$ cat config.mk
export PLATFORM = sky130hd
export DESIGN_NAME = uart_stat_requester_flat
export DESIGN_NICKNAME = d
export VERILOG_FILES = /design/src/rtl/uart_stat_requester_if.sv /design/src/rtl/uart_stat_requester.sv /design/src/flat_wrapper.sv
export SDC_FILE = /design/constraint.sdc
export NUM_CORES = 1
export LEC_CHECK = 0
export CAP_MARGIN = 40
export CORE_UTILIZATION = 54
export CTS_CLUSTER_SIZE = 14
export DETAILED_ROUTE_END_ITERATION = 10
export PLACE_DENSITY = 0.84
export SLEW_MARGIN = 20
export SYNTH_ARGS = -nofsm -noshare
export SYNTH_HDL_FRONTEND = slang
export SYNTH_SLANG_ARGS = --single-unit
$ cat constraint.sdc
create_clock -name clk -period 3.3 [get_ports clk]
set_clock_uncertainty 0.2 [all_clocks]
set_input_delay 0.33 -clock clk [delete_from_list [all_inputs] [get_ports clk]]
set_output_delay 0.33 -clock clk [all_outputs]
set_load 0.01 [all_outputs]
$ cat src/rtl/uart_stat_requester_if.sv
// Byte-level channel between the stats requester and the uart_top transmitter/receiver.
interface uart_stat_requester_if;
    logic [7:0] tx_data;
    logic       tx_valid;
    logic       tx_ready;
    logic [7:0] rx_data;
    logic       rx_valid;

    modport master (
        output tx_data,
        output tx_valid,
        input  tx_ready,
        input  rx_data,
        input  rx_valid
    );

    modport slave (
        input  tx_data,
        input  tx_valid,
        output tx_ready,
        output rx_data,
        output rx_valid
    );
endinterface

$ cat src/rtl/uart_stat_requester.sv
// Host-side requester for the UART statistics protocol: sends one command byte and
// collects a 2-byte big-endian reply, with a per-byte timeout and a stray-byte counter.
module uart_stat_requester #(
    parameter int unsigned TIMEOUT_CYCLES = 270000,
    parameter int unsigned TMR_W          = 20
) (
    input  logic                          clk,
    input  logic                          rst,
    input  logic                          req_start,
    input  logic [7:0]                    req_cmd,
    uart_stat_requester_if.master         uart,
    output logic                          busy,
    output logic [15:0]                   resp_data,
    output logic                          resp_valid,
    output logic                          resp_timeout,
    output logic [7:0]                    stray_count
);

    localparam int unsigned BYTE_W = 8;

    typedef enum logic [1:0] {
        IDLE    = 2'd0,
        SEND    = 2'd1,
        WAIT_HI = 2'd2,
        WAIT_LO = 2'd3
    } state_t;

    state_t            state;
    logic [TMR_W-1:0]  timer;
    logic [BYTE_W-1:0] hi_byte;
    logic [BYTE_W-1:0] tx_data_q;
    logic              tx_valid_q;
    logic              expired_c;
    logic              stray_c;

    assign uart.tx_data  = tx_data_q;
    assign uart.tx_valid = tx_valid_q;

    // Last permitted cycle of the reply window for the current byte.
    assign expired_c = (timer == TMR_W'(TIMEOUT_CYCLES - 1));
    assign stray_c   = uart.rx_valid && ((state == IDLE) || (state == SEND));

    always_ff @(posedge clk) begin
        if (rst) begin
            state        <= IDLE;
            timer        <= '0;
            hi_byte      <= '0;
            tx_data_q    <= '0;
            tx_valid_q   <= 1'b0;
            busy         <= 1'b0;
            resp_data    <= '0;
            resp_valid   <= 1'b0;
            resp_timeout <= 1'b0;
            stray_count  <= '0;
        end else begin
            resp_valid   <= 1'b0;
            resp_timeout <= 1'b0;

            // Bytes nobody asked for are dropped but counted, saturating.
            if (stray_c && (stray_count != 8'hFF)) begin
                stray_count <= stray_count + 8'd1;
            end

            case (state)
                IDLE: begin
                    if (req_start) begin
                        tx_data_q  <= req_cmd;
                        tx_valid_q <= 1'b1;
                        busy       <= 1'b1;
                        state      <= SEND;
                    end
                end

                SEND: begin
                    if (uart.tx_ready) begin
                        tx_valid_q <= 1'b0;
                        timer      <= '0;
                        state      <= WAIT_HI;
                    end
                end

                WAIT_HI: begin
                    if (uart.rx_valid) begin
                        hi_byte <= uart.rx_data;
                        timer   <= '0;
                        state   <= WAIT_LO;
                    end else if (expired_c) begin
                        resp_timeout <= 1'b1;
                        busy         <= 1'b0;
                        timer        <= '0;
                        state        <= IDLE;
                    end else begin
                        timer <= timer + TMR_W'(1);
                    end
                end

                WAIT_LO: begin
                    if (uart.rx_valid) begin
                        resp_data  <= {hi_byte, uart.rx_data};
                        resp_valid <= 1'b1;
                        busy       <= 1'b0;
                        timer      <= '0;
                        state      <= IDLE;
                    end else if (expired_c) begin
                        resp_timeout <= 1'b1;
                        busy         <= 1'b0;
                        timer        <= '0;
                        state        <= IDLE;
                    end else begin
                        timer <= timer + TMR_W'(1);
                    end
                end

                default: state <= IDLE;
            endcase
        end
    end

endmodule

$ cat src/flat_wrapper.sv
// flat-port wrapper written by rule: the top's interface ports become plain ports
module uart_stat_requester_flat 
#(
    parameter int unsigned TIMEOUT_CYCLES = 270000,
    parameter int unsigned TMR_W          = 20
)
  (clk, rst, req_start, req_cmd, busy, resp_data, resp_valid, resp_timeout, stray_count, uart_tx_data, uart_tx_valid, uart_tx_ready, uart_rx_data, uart_rx_valid);
  uart_stat_requester_if uart_i ();
  input  logic clk;
  input  logic rst;
  input  logic req_start;
  input  logic [7:0] req_cmd;
  output logic busy;
  output logic [15:0] resp_data;
  output logic resp_valid;
  output logic resp_timeout;
  output logic [7:0] stray_count;
  output wire logic [$bits(uart_i.tx_data)-1:0] uart_tx_data;
  output wire logic [$bits(uart_i.tx_valid)-1:0] uart_tx_valid;
  input wire logic [$bits(uart_i.tx_ready)-1:0] uart_tx_ready;
  input wire logic [$bits(uart_i.rx_data)-1:0] uart_rx_data;
  input wire logic [$bits(uart_i.rx_valid)-1:0] uart_rx_valid;
  assign uart_tx_data = uart_i.tx_data;
  assign uart_tx_valid = uart_i.tx_valid;
  assign uart_i.tx_ready = uart_tx_ready;
  assign uart_i.rx_data = uart_rx_data;
  assign uart_i.rx_valid = uart_rx_valid;
  uart_stat_requester #(.TIMEOUT_CYCLES(TIMEOUT_CYCLES), .TMR_W(TMR_W)) u_core (.clk(clk), .rst(rst), .req_start(req_start), .req_cmd(req_cmd), .uart(uart_i), .busy(busy), .resp_data(resp_data), .resp_valid(resp_valid), .resp_timeout(resp_timeout), .stray_count(stray_count));
endmodule
==> results by group <==
CTS
  • TritonCTS clock tree: yes
  • Clock Path Buffers: 2
  • Post_cts resized: 0
  • Worst skew pair latency: 0.34 ns
  • Hold Buf Count CTS: 0
  • Cts bufs inserted: 9
  • Setup Buffers After CTS: 0
  • Reg clk slew, reported paths: 0.07 ns
  • Clock Root Buffer: clkbuf_8
  • # H-tree levels: 3
  • Clock Sinks: 66

Place
  • Placed inst area: 3300 um^2
  • Dpl ws: 0.662 ns
  • DP HPWL: 4210 um
  • Placed insts: 441
  • # port buffers: 56
  • Gpl congestion: 0.789

Final layout
  • Fillers: 362
  • Antenna diodes: 0
  • Share of layout cells above drive strength 1: 5.66%
  • Finished Cell Area: 3470 um^2
  • Area occupied by multi-input gates: 1290 um^2
  • Final core utilization: 72.6%
  • Most common cell after layout, fill and taps aside: nand2_1
  • Most frequent cells in the layout: 70 x nand2_1, 66 x dfxtp_1, 56 x a21oi_1, 56 x clkdlybuf4s50_1, 22 x o21ai_0
  • Post-Layout Cell Count: 456
  • Area Overhead vs Synth: 28.0%
  • FF/Latch Area: 1320 um^2
  • Final nets: 408

Power and ir drop
  • Flop pwr share: 52.6%
  • Sw Ratio: 24.4%
  • Leakage: 1.13 nW
  • Switch Pwr: 386 uW
  • Power per cell area: 455 nW/um^2
  • Worst vdd ir: 0.361 mV
  • Int Pwr: 1.20 mW
  • Logic gate share of total power: 9.6%
  • Clock share of power: 37.8%

Route
  • Post-Route WL: 6250 um
  • Vias: 2506
  • Drt wl/cell: 13.7 um
  • Antenna viol nets, final: 0
  • Drt pass-1 iters: 4
  • Via density per instance: 5.50
  • Drt initial violations: 134
  • DRC viols: 0

Floorplan
  • Core area: 4790 um^2
  • Rows: 25
  • Initial core utilization: 56.7%
  • Die area: 5310 um^2
  • Die height: 72.9 um
  • Die width: 72.9 um
  • Top Ports: 57

Logic synthesis
  • Mapped Cells: 334
  • Leading register cell type out of synthesis: dfxtp_1
  • Syn nets: 357
  • Synth Register Bits: 66
  • Cell variety after synth: 35
  • Post-synthesis sequential area ratio: 48.7%
  • Asr flop ratio synth: 0%
  • EDFF count, synth: 0
  • Synth warnings: 0
  • Mean post-synth cell area: 8.13 um^2
  • Syn Std Cell Area: 2710 um^2

GRT
  • Global-route wire length before repair: 10500 um
  • Largest net degree at the start of global routing: 47
  • Initial antenna violation count: 0
  • Gr usage total: 25.9%
  • Total congestion overflow: 0
  • Vias in the first global route: 2369

Critical path
  • Crit path capture type: flop
  • Worst path arrival time: 2.38 ns
  • CP Class: reg -> reg
  • Max FO, Critical Path: 10
  • Startpoint Class: flop
  • CP required: 3.37 ns

Timing
  • Min Tclk post-route: 2.31 ns
  • Pin slew with the least headroom to its limit: 0.749 ns
  • Setup slack after layout: 0.991 ns
  • RSZ-0062 raised after global routing: no
  • Setup TNS: 0 ns
  • Final hold vios: 0
  • Pins Over Slew Limit: 0
  • Max-slew headroom: 50.0%
  • Period utilization: 70.0%
  • Peak Freq: 0.433 GHz
  • Setup violators final: 0

Worst hold path
  • Worst min path class: reg -> reg

Job
  • Max Cap Viol: 0

Outcome
  • Run status: finished, final reports clean
-- path summary, 6_finish.rpt --
path / slack [ns] / depth (start not counted) / from / endpoint
worst max-delay path: 0.99 / 5 / u_core.timer[0] / u_core.timer[16]
worst min-delay path: 0.25 / 2 / u_core.resp_data[2] / u_core.resp_data[2]
worst min register to register: 0.25 / 2 / u_core.resp_data[2] / u_core.resp_data[2]
worst max register to register: 0.99 / 5 / u_core.timer[0] / u_core.timer[16]
-- power by group through the flow --
stage               Combinational [mW]  Clock [mW]  Sequential [mW]
floorplan                       0.0724           0            0.854
global placement                 0.146           0            0.849
detailed placement               0.150           0            0.850
CTS                              0.151       0.609            0.832
global route                     0.167       0.642            0.835
finish                           0.151       0.598            0.832
-- area by class of cell --
cell class	count	share of cell area (%)
clock buffer	13	4.57
inverter	7	0.756
multi-input combinational	242	37.2
clock inverter	2	0.360
tap	67	2.41
sequential	66	38.0
timing repair buffer	59	16.7
-- critical path, cell delays in order (launching register included) --
cell     delay [ns]
dfxtp_1        0.41
ha_1           0.25
nand3_4        0.15
or4_1          0.68
or3_1          0.42
a21oi_2        0.13
-- sequential cells by signal, indices dropped and copies added (netlist names) --
register,cells
u_core.timer,20
u_core.resp_data,16
u_core.hi_byte,8
u_core.stray_count,8
u_core.uart.tx_data,8
u_core.state,2
u_core.busy,1
u_core.resp_timeout,1
u_core.resp_valid,1
u_core.uart.tx_valid,1
-- metrics by stage --
step	total power, mW	hold slack, ns
5_1_grt	1.64	0.279
4_1_cts	1.59	0.255
2_1_floorplan	0.926	0.232
3_5_place_dp	0.999	0.245
6_report	1.58	0.253
3_3_place_gp	0.994	0.238
-- synth_stat cells, types with 6 or more instances --
cell type   n  share of area, %
dfxtp_1    66                49
nand2_1    70               9.7
inv_1       7              0.97
nand4_1     8               1.8
clkbuf_1   15               2.1
o21ai_0    22               4.1
or3_1      12               2.8
a21oi_1    56                10
nor2_1     18               2.5
nand3_1     6               1.1
-- cells by family (layout without fill, tap and decap cells) --
kind of cell	Yosys count	in the layout	synth area share, %
AOI/OAI and AO/OA	90	90	18.1
xor gates and xnor gates	10	10	3.23
adders and majority gates	2	2	0.922
buffers and inverters	26	81	3.73
DFF	66	66	48.7
muxes	1	1	0.369
and+or+nand+nor	139	139	25.0
-- per-layer routing --
| layer | wire [um] | track usage (%) | up-vias |
|---|---|---|---|
| met5 | 0 | 0 | - |
| met4 | 87 | 12.6 | 0 |
| met3 | 332 | 7.60 | 7 |
| met2 | 2970 | 41.4 | 56 |
| met1 | 2860 | 32.0 | 1182 |
| li1 | - | - | 1261 |
(Power assumes the default switching activity.)
